File: src/rtl/multiplier_4bit.sv
// Iterative radix-2 Booth multiplier, 4x4 signed -> 8-bit signed product.
// One multiplier bit is retired per cycle; the result is ready 4 cycles after start is accepted.
module multiplier_4bit (
    input  logic       clk,
    input  logic       rst,
    input  logic       start,
    input  logic [3:0] a,
    input  logic [3:0] b,
    output logic       busy,
    output logic       done,
    output logic [7:0] mul_out
);
    typedef enum logic [1:0] {IDLE, RUN, DONE} state_t;

    state_t     state, state_nx;
    logic [3:0] mcand, q;
    logic [4:0] acc;
    logic       qm1;
    logic [1:0] cnt;

    logic [4:0] mext, sum, acc_nx;
    logic [3:0] q_nx;
    logic       qm1_nx;

    // One Booth step. The accumulator is one bit wider than the operands so that
    // subtracting -8 cannot overflow.
    always_comb begin
        mext = {mcand[3], mcand};
        sum  = acc;
        case ({q[0], qm1})
            2'b01:   sum = acc + mext;
            2'b10:   sum = acc - mext;
            default: sum = acc;
        endcase
        acc_nx = {sum[4], sum[4:1]};
        q_nx   = {sum[0], q[3:1]};
        qm1_nx = q[0];
    end

    always_comb begin
        state_nx = state;
        case (state)
            IDLE:    if (start) state_nx = RUN;
            RUN:     if (cnt == 2'd3) state_nx = DONE;
            DONE:    state_nx = IDLE;
            default: state_nx = IDLE;
        endcase
    end

    always_ff @(posedge clk) begin
        if (rst) begin
            state   <= IDLE;
            mcand   <= '0;
            q       <= '0;
            acc     <= '0;
            qm1     <= 1'b0;
            cnt     <= '0;
            mul_out <= '0;
        end else begin
            state <= state_nx;
            case (state)
                IDLE: if (start) begin
                    mcand <= a;
                    q     <= b;
                    acc   <= '0;
                    qm1   <= 1'b0;
                    cnt   <= '0;
                end
                RUN: begin
                    acc <= acc_nx;
                    q   <= q_nx;
                    qm1 <= qm1_nx;
                    cnt <= cnt + 2'd1;
                    // After the 4th shift the product sits in {acc, q}; the low 8 bits are exact.
                    if (cnt == 2'd3) mul_out <= {acc_nx[3:0], q_nx};
                end
                default: ;
            endcase
        end
    end

    assign busy = (state != IDLE);
    assign done = (state == DONE);
endmodule

File: config.mk
export PLATFORM = sky130hd
export DESIGN_NAME = multiplier_4bit
export DESIGN_NICKNAME = d
export VERILOG_FILES = /design/src/rtl/multiplier_4bit.sv
export SDC_FILE = /design/constraint.sdc
export NUM_CORES = 1
export LEC_CHECK = 0
export ABC_AREA = 1
export BUFFER_PORTS_ARGS = -buffer_cell sky130_fd_sc_hd__buf_4
export CAP_MARGIN = 20
export CORE_UTILIZATION = 40
export CTS_CLUSTER_DIAMETER = 120
export DETAILED_ROUTE_END_ITERATION = 16
export REMOVE_ABC_BUFFERS = 1
export SLEW_MARGIN = 15
export SYNTH_ARGS = -nofsm -noshare
export SYNTH_HDL_FRONTEND = slang
export SYNTH_SLANG_ARGS = --single-unit
File: constraint.sdc
create_clock -name clk -period 3.55 [get_ports clk]
set_input_delay 0.5325 -clock clk [delete_from_list [all_inputs] [get_ports clk]]
set_output_delay 0.5325 -clock clk [all_outputs]
set_load 0.02 [all_outputs]
==> impl_metrics.csv, run 1 <==
group,metric,value,unit
finish,synthToLayoutAreaGrowth,16.5,%
cts,max-clock-path-buffers,2,
synth,synth_most_common_cell,"nand2_1",
cts,numClockSinks,25,
synth,async_flop_share,0,%
cts,clk_pin_slew,0.15,ns
place,gp_congestion,0.843,
worst_setup_path,crit_required,3.83,ns
worst_setup_path,worstRegToRegCells,9,
timing,worst_hold_slack,0.448,ns
worst_setup_path,crit_fanout,3,
cts,clk_latency,0.33,ns
cts,cts_buffers,3,
timing,setup_viol,0,
global_route,grt_use_total,16.3,%
cts,cts-resized-gates,0,
floorplan,die_h,59.8,um
finish,nNetsFinal,219,
floorplan,initial_core_util,43.1,%
worst_setup_path,endpoint,"acc[0]$_SDFFE_PP0P_",
synth,syn_inst,178,
floorplan,die_area,3580,sq um
synth,ys_ff_latch,25,
synth,synth_edf_count,0,
timing,timing_worst_slew_pin_value,0.440,ns
global_route,first_global_vias,1017,
route,routed_wl,2630,um
worst_setup_path,start_kind,"register",
floorplan,row_count,20,
route,ant_nets,0,
global_route,antenna_found_initial,0,
synth,synth_area,1340,sq um
power,p_int,397,uW
job,max_cap_violations,0,
finish,finalInstanceArea,1560,sq um
finish,diodes,0,
cts,cts_tree,"yes",
hold_path,hp-start,"a[3]",
route,via_count,1166,
power,power_leakage,0.745,nW
place,hpwlAfterDp,2110,um
route,wire_per_inst,10.8,um
cts,cts-root-buf,"clkbuf_4",
outcome,status,"finished, final reports clean",
timing,tns,0,ns
timing,period_share,60.4,%
synth,yosys-top-cells-area,"dfxtp_1 (37%), nand2_1 (10%), inv_1 (7.0%), ha_1 (6.5%), a21oi_1 (5.6%)",
route,drt_iter0_drc,32,
synth,synth.largest_area_cell,"dfxtp_1",
power,power_density,381,nW/um^2
floorplan,core,3100,sq um
route,drcViolationCount,0,
timing,post-route-min-period,2.14,ns
cts,htreeDepth,1,
synth,ys_types,25,
timing,rsz0062_at_grt,"false",
route,drt-vias-per-instance,4.80,
floorplan,die_w,59.8,um
cts,cts_hold_buf,0,
worst_setup_path,reg2reg_to,"acc[0]$_SDFFE_PP0P_",
global_route,grt_overflow,0,
power,vdd_drop_max,0.272,mV
route,drt-pass1-iter-count,4,
timing,slew_violations,0,
worst_setup_path,r2r_start,"mcand[0]$_SDFFE_PP0P_",
worst_setup_path,critPathLaunch,"mcand[0]$_SDFFE_PP0P_",
global_route,grt_max_degree,18,
power,p_sw_share,33.2,%
worst_setup_path,crit_type,"register to register",
synth,avgSynthCellArea,7.51,sq um
worst_setup_path,end_kind,"register",
power,power.total,593,uW
timing,skew,0.0180,ns
timing,slew_headroom,70.6,%
cts,cts_setup_buffers,0,
synth,yosysSeqAreaShare,37.4,%
timing,hold_violations,0,
power,clkPwrFrac,22.4,%
worst_setup_path,arrival,2.42,ns
place,port_buffers,20,
finish,drive_gt1_share,20.6,%
finish,final_core_util,50.2,%
power,seqPwrFrac,51.4,%
power,p_switching,197,uW
synth,synthFlopType,"dfxtp_1",
synth,ys.warnings.count,0,
synth,synth_common_cells,"nand2_1 (37), dfxtp_1 (25), inv_1 (25)",
timing,fmax,467,MHz
global_route,grt_pass1_wl,4370,um
worst_setup_path,r2r_setup_slack,1.41,ns
power,combPwrFrac,26.2,%
place,postPlaceCellArea,1530,sq um
floorplan,pin_count,21,
synth,synth_top_area_share,37.4,%
hold_path,min_path_type,"input pin to register",
## state kept, by name, indices dropped and copies added, names as in the netlist
| name | flops |
|---|---|
| mcand | 4 |
| acc | 4 |
| q | 4 |
| state | 2 |
| qm1 | 1 |
| cnt | 2 |
| mul_out | 8 |
## cell families after synthesis
group / after synthesis / share of synthesized area [%]
buffers and inverters: 35 / 10.3
adder cells (fa/ha/maj): 8 / 8.04
flip-flops: 25 / 37.4
AO/OA/AOI/OAI: 46 / 20.0
XOR/XNOR: 1 / 0.655
AND/OR/NAND/NOR: 63 / 23.6
## how the worst min path moves through the flow
stage                     depth (start not counted)  slack (ns)                     to
after detailed placement                          2        0.46       qm1$_SDFFE_PP0P_
after CTS                                         3        0.43  mcand[3]$_SDFFE_PP0P_
final                                             3        0.45  mcand[3]$_SDFFE_PP0P_
after global routing                              3        0.44  mcand[3]$_SDFFE_PP0P_
after global placement                            2        0.45       qm1$_SDFFE_PP0P_
after floorplan                                   2        0.43       qm1$_SDFFE_PP0P_
## placed cells by master (no fill, tap or decap), drive strengths merged
cell / count
inv: 32
o21a: 2
nand2: 37
a22oi: 1
ha: 7
clkinvlp: 1
nand3: 11
or2: 1
nor2: 13
clkbuf: 3
a31oi: 4
o22ai: 1
nand4: 1
o21ai: 21
xor2: 1
a21oi: 15
buf: 20
o21bai: 2
dfxtp: 25
fa: 1
## per-layer routing
| layer | global-route usage (%) | vias to the layer above | share of wire, % |
|---|---|---|---|
| met5 | 0 | - | 0 |
| met2 | 27.3 | 14 | 49 |
| met3 | 3.90 | 4 | 2.5 |
| met1 | 20.7 | 529 | 47 |
| li1 | - | 619 | - |
| met4 | 4.98 | 0 | 0.99 |
## power groups by stage
stage | Clock (mW) | Combinational (mW) | Sequential [mW]
2_1_floorplan | 0 | 0.117 | 0.309
3_3_place_gp | 0 | 0.152 | 0.311
3_5_place_dp | 0 | 0.157 | 0.311
4_1_cts | 0.142 | 0.157 | 0.305
5_1_grt | 0.151 | 0.178 | 0.307
6_report | 0.133 | 0.155 | 0.305
## stage by stage
step	setup slack (ns)	cells
6_report	1.41	243
5_1_grt	1.20	243
4_1_cts	1.37	243
3_5_place_dp	1.39	239
3_3_place_gp	1.40	239
2_1_floorplan	1.62	175
## area by class of cell
cell class / count / area, sq um
fill: 334 / 1550
multi-input combinational: 118 / 699
sequential: 25 / 500
timing repair buffer: 20 / 150
inverter: 32 / 123
tap: 44 / 55.1
clock buffer: 3 / 22.5
clock inverter: 1 / 7.51
## critical path, cell delays in order (launching register included)
cell	delay, ns
dfxtp_1	0.36
inv_1	0.08
ha_1	0.28
inv_1	0.03
o21ai_0	0.28
fa_1	0.47
nand2_1	0.08
o21ai_0	0.15
or2_1	0.24
a21oi_1	0.13
(Power assumes the default switching activity.)
==> inputs of run 2 (changes only) <==
--- a/config.mk
+++ b/config.mk
@@ -5,7 +5,7 @@
 export SDC_FILE = /design/constraint.sdc
 export NUM_CORES = 1
 export LEC_CHECK = 0
-export ABC_AREA = 1
+export ABC_AREA = 0
 export BUFFER_PORTS_ARGS = -buffer_cell sky130_fd_sc_hd__buf_4
 export CAP_MARGIN = 20
 export CORE_UTILIZATION = 40
==> constraint.sdc (replaced) <==
create_clock -name clk -period 2.2 [get_ports clk]
set_input_delay 0.33 -clock clk [delete_from_list [all_inputs] [get_ports clk]]
set_output_delay 0.33 -clock clk [all_outputs]
set_load 0.02 [all_outputs]
==> run 2 against run 1 <==
  * The run now ends with negative setup slack left
  * Critical path depth did not move
  * Routed wire length up 3.6%
  * Critical endpoint is now mul_out[7]$_SDFFE_PP0P_
  * Highest routed layer unchanged
  * Fmax down 4.8%
  * Register-to-register slack got worse by 1.5 ns
  * Global-route usage rose by 1.3 points
  * Combinational power increased by 95%
  * Total power is 67% higher
  * First-iteration DRC count shrank 34%
  * Via count decreased by 3.3%
  * Clock skew shrank 0.012 ns
==> impl_metrics.csv, run 2 <==
group,metric,value,unit
synth,ys_types,33,
cts,htreeDepth,1,
synth,synth_top_area_share,39.5,%
hold_path,hold_depth,3,
timing,post-route-min-period,2.25,ns
finish,largest-register,"mul_out",
cts,clk_pin_slew,0.14,ns
finish,fin_cells,230,
synth,post_synth_fa_ha_maj_area_fraction,8.49,%
synth,ys_ff_latch,25,
timing,period_share,102,%
outcome,status,"finished with violations",
timing,worst_hold_slack,0.242,ns
synth,yosysSeqAreaShare,39.5,%
synth,synth_xor_area_share,2.76,%
floorplan,row_count,20,
global_route,grt_use_total,17.6,%
cts,cts_tree,"yes",
hold_path,hp-start,"a[0]",
synth,synth.largest_area_cell,"dfxtp_1",
power,seqPwrFrac,49.0,%
finish,largest_reg_flops,8,
cts,clk_latency,0.31,ns
timing,timing_worst_slew_pin_value,0.392,ns
worst_setup_path,end_kind,"register",
power,combPwrFrac,30.4,%
global_route,grt_max_degree,26,
route,routed_wl,2730,um
synth,synthMuxAreaShare,3.36,%
route,drcViolationCount,0,
power,power_density,618,nW/um^2
timing,hold_violations,0,
floorplan,die_w,58.3,um
synth,synth_most_common_cell,"nand2_1",
timing,slew_violations,0,
power,power_leakage,0.647,nW
global_route,grt_pass1_wl,4680,um
floorplan,die_area,3400,sq um
worst_setup_path,crit_type,"register to register",
route,via_count,1127,
finish,layout_commonest_cell,"nand2_1",
synth,synth_area,1270,sq um
power,p_switching,295,uW
worst_setup_path,r2r_start,"mcand[1]$_SDFFE_PP0P_",
outcome,violations,"negative setup slack",
power,p_int,698,uW
worst_setup_path,worstRegToRegCells,9,
worst_setup_path,start_kind,"register",
worst_setup_path,crit_fanout,4,
timing,fmax,444,MHz
cts,max-clock-path-buffers,2,
cts,numClockSinks,25,
timing,setup_viol,2,
timing,slew_headroom,73.8,%
synth,synth_compound_area_share,15.8,%
finish,nNetsFinal,206,
place,postPlaceCellArea,1490,sq um
synth,syn_inst,161,
synth,avgSynthCellArea,7.87,sq um
cts,cts-root-buf,"clkbuf_4",
power,p_sw_share,29.7,%
synth,synthFlopType,"dfxtp_1",
finish,finalInstanceArea,1610,sq um
place,port_buffers,20,
floorplan,die_h,58.3,um
route,ant_nets,0,
place,gp_congestion,0.782,
synth,synth_edf_count,0,
synth,ys.warnings.count,0,
floorplan,pin_count,21,
synth,yosys.area_share.simple,25.1,%
worst_setup_path,reg2reg_to,"mul_out[7]$_SDFFE_PP0P_",
synth,synth_common_cells,"nand2_1 (33), dfxtp_1 (25), nor2_1 (20)",
timing,fin_ws,-0.0507,ns
route,drt_iter0_drc,21,
finish,final_cell_mix,"nand2_1 (33), buf_4 (30), dfxtp_1 (23)",
hold_path,hold-path-endpoint,"mcand[0]$_SDFFE_PP0P_",
timing,rsz0062_at_grt,"true",
worst_setup_path,crit_required,2.44,ns
power,clkPwrFrac,20.6,%
power,vdd_drop_max,0.266,mV
job,max_cap_violations,0,
cts,cts_buffers,3,
synth,synth_top_family_by_area,"simple AND/OR/NAND/NOR gates",
route,wire_per_inst,11.9,um
place,place_ws,-0.176,ns
hold_path,min_path_type,"input pin to register",
place,dp.cells,223,
route,drt-pass1-iter-count,4,
synth,yosys-top-cells-area,"dfxtp_1 (39%), nand2_1 (9.8%), a21oi_1 (7.1%), ha_1 (6.9%), nor2_1 (5.9%)",
timing,skew,0.00633,ns
route,drt-vias-per-instance,4.90,
place,hpwlAfterDp,1950,um
worst_setup_path,r2r_setup_slack,-0.05,ns
synth,async_flop_share,0,%
timing,tns,-0.0973,ns
finish,drive_gt1_share,28.5,%
global_route,antenna_found_initial,0,
finish,diodes,0,
floorplan,initial_core_util,41.9,%
finish,synthToLayoutAreaGrowth,26.8,%
worst_setup_path,arrival,2.49,ns
global_route,first_global_vias,1085,
floorplan,core,3030,sq um
global_route,grt_overflow,0,
## run 2: cell count changes in the layout (fill, tap and decap cells not counted), moves of 3 or more
cell      previous run  this run
a311oi_1             0         4
buf_4               20        30
nor2_1               9        17
nand2_1             37        33
nor2b_1              0         3
inv_2                6         1
inv_1               25         6
o21ai_0             15         1
nand3_1             10         4
a21oi_1             15        18
a31oi_1              4         1
nor2_2               0         3
o21ai_2              5         2
## run 2: critical path: stages, from the launching register on
cell,delay (ns)
dfxtp_1,0.35
inv_1,0.07
ha_4,0.21
mux2_4,0.28
fa_2,0.34
nand2b_4,0.16
a21oi_4,0.14
xnor2_2,0.09
or3_1,0.30
a311oi_1,0.24
## run 2: timing repair
item | in CTS | in global routing
hold buffers | 0 | 0
gates cloned | 0 | 0
setup buffers | 1 | 2
setup endpoints to repair | 5 | 5
gates resized for setup | 13 | 7
pin swaps | 5 | 9
## run 2: through the flow
| step | utilization [%] | power (mW) |
|---|---|---|
| after global routing | 53.1 | 1.05 |
| final | 53.1 | 0.993 |
| after floorplan | - | 0.645 |
| after global placement | 49.1 | 0.714 |
| after detailed placement | 49.1 | 0.720 |
| after CTS | 51.8 | 0.968 |
## run 2: layout make-up
class / count / area [sq um]
sequential: 25 / 503
fill: 300 / 1420
tap: 44 / 55.1
multi-input combinational: 120 / 771
inverter: 7 / 26.3
timing repair buffer: 30 / 225
clock buffer: 4 / 26.3
## run 2: power by group through the flow
stage                     Clock [mW]  Sequential, mW  Combinational, mW
after detailed placement           0           0.496              0.224
after global placement             0           0.495              0.219
after floorplan                    0           0.494              0.152
final                          0.204           0.487              0.302
after CTS                      0.211           0.487              0.271
after global routing           0.227           0.489              0.334
## run 2: cells by family after synthesis
family,after synthesis
compound gates,33
xor+xnor,4
fa+ha+maj,8
buf+inv,16
flops,25
mux,4
simple gates,71
## run 2: metal layers
layer	wire [um]	vias up	part of all wire [%]	global-route usage [%]
met5	0	-	0	0
met4	49	0	1.8	5.78
met3	60	6	2.2	2.20
met2	1330	18	49	30.5
met1	1280	518	47	22.8
li1	-	585	-	-
## run 2: worst max-delay path by stage
stage                                from                 endpoint  cells after the start  slack (ns)
finish              mcand[1]$_SDFFE_PP0P_  mul_out[7]$_SDFFE_PP0P_                      9       -0.05
floorplan           mcand[0]$_SDFFE_PP0P_  mul_out[7]$_SDFFE_PP0P_                      9       -0.16
global route        mcand[0]$_SDFFE_PP0P_  mul_out[7]$_SDFFE_PP0P_                      9       -0.16
global placement    mcand[0]$_SDFFE_PP0P_  mul_out[7]$_SDFFE_PP0P_                      9       -0.14
detailed placement  mcand[0]$_SDFFE_PP0P_  mul_out[7]$_SDFFE_PP0P_                      9       -0.18
CTS                      qm1$_SDFFE_PP0P_  mul_out[7]$_SDFFE_PP0P_                     11       -0.06
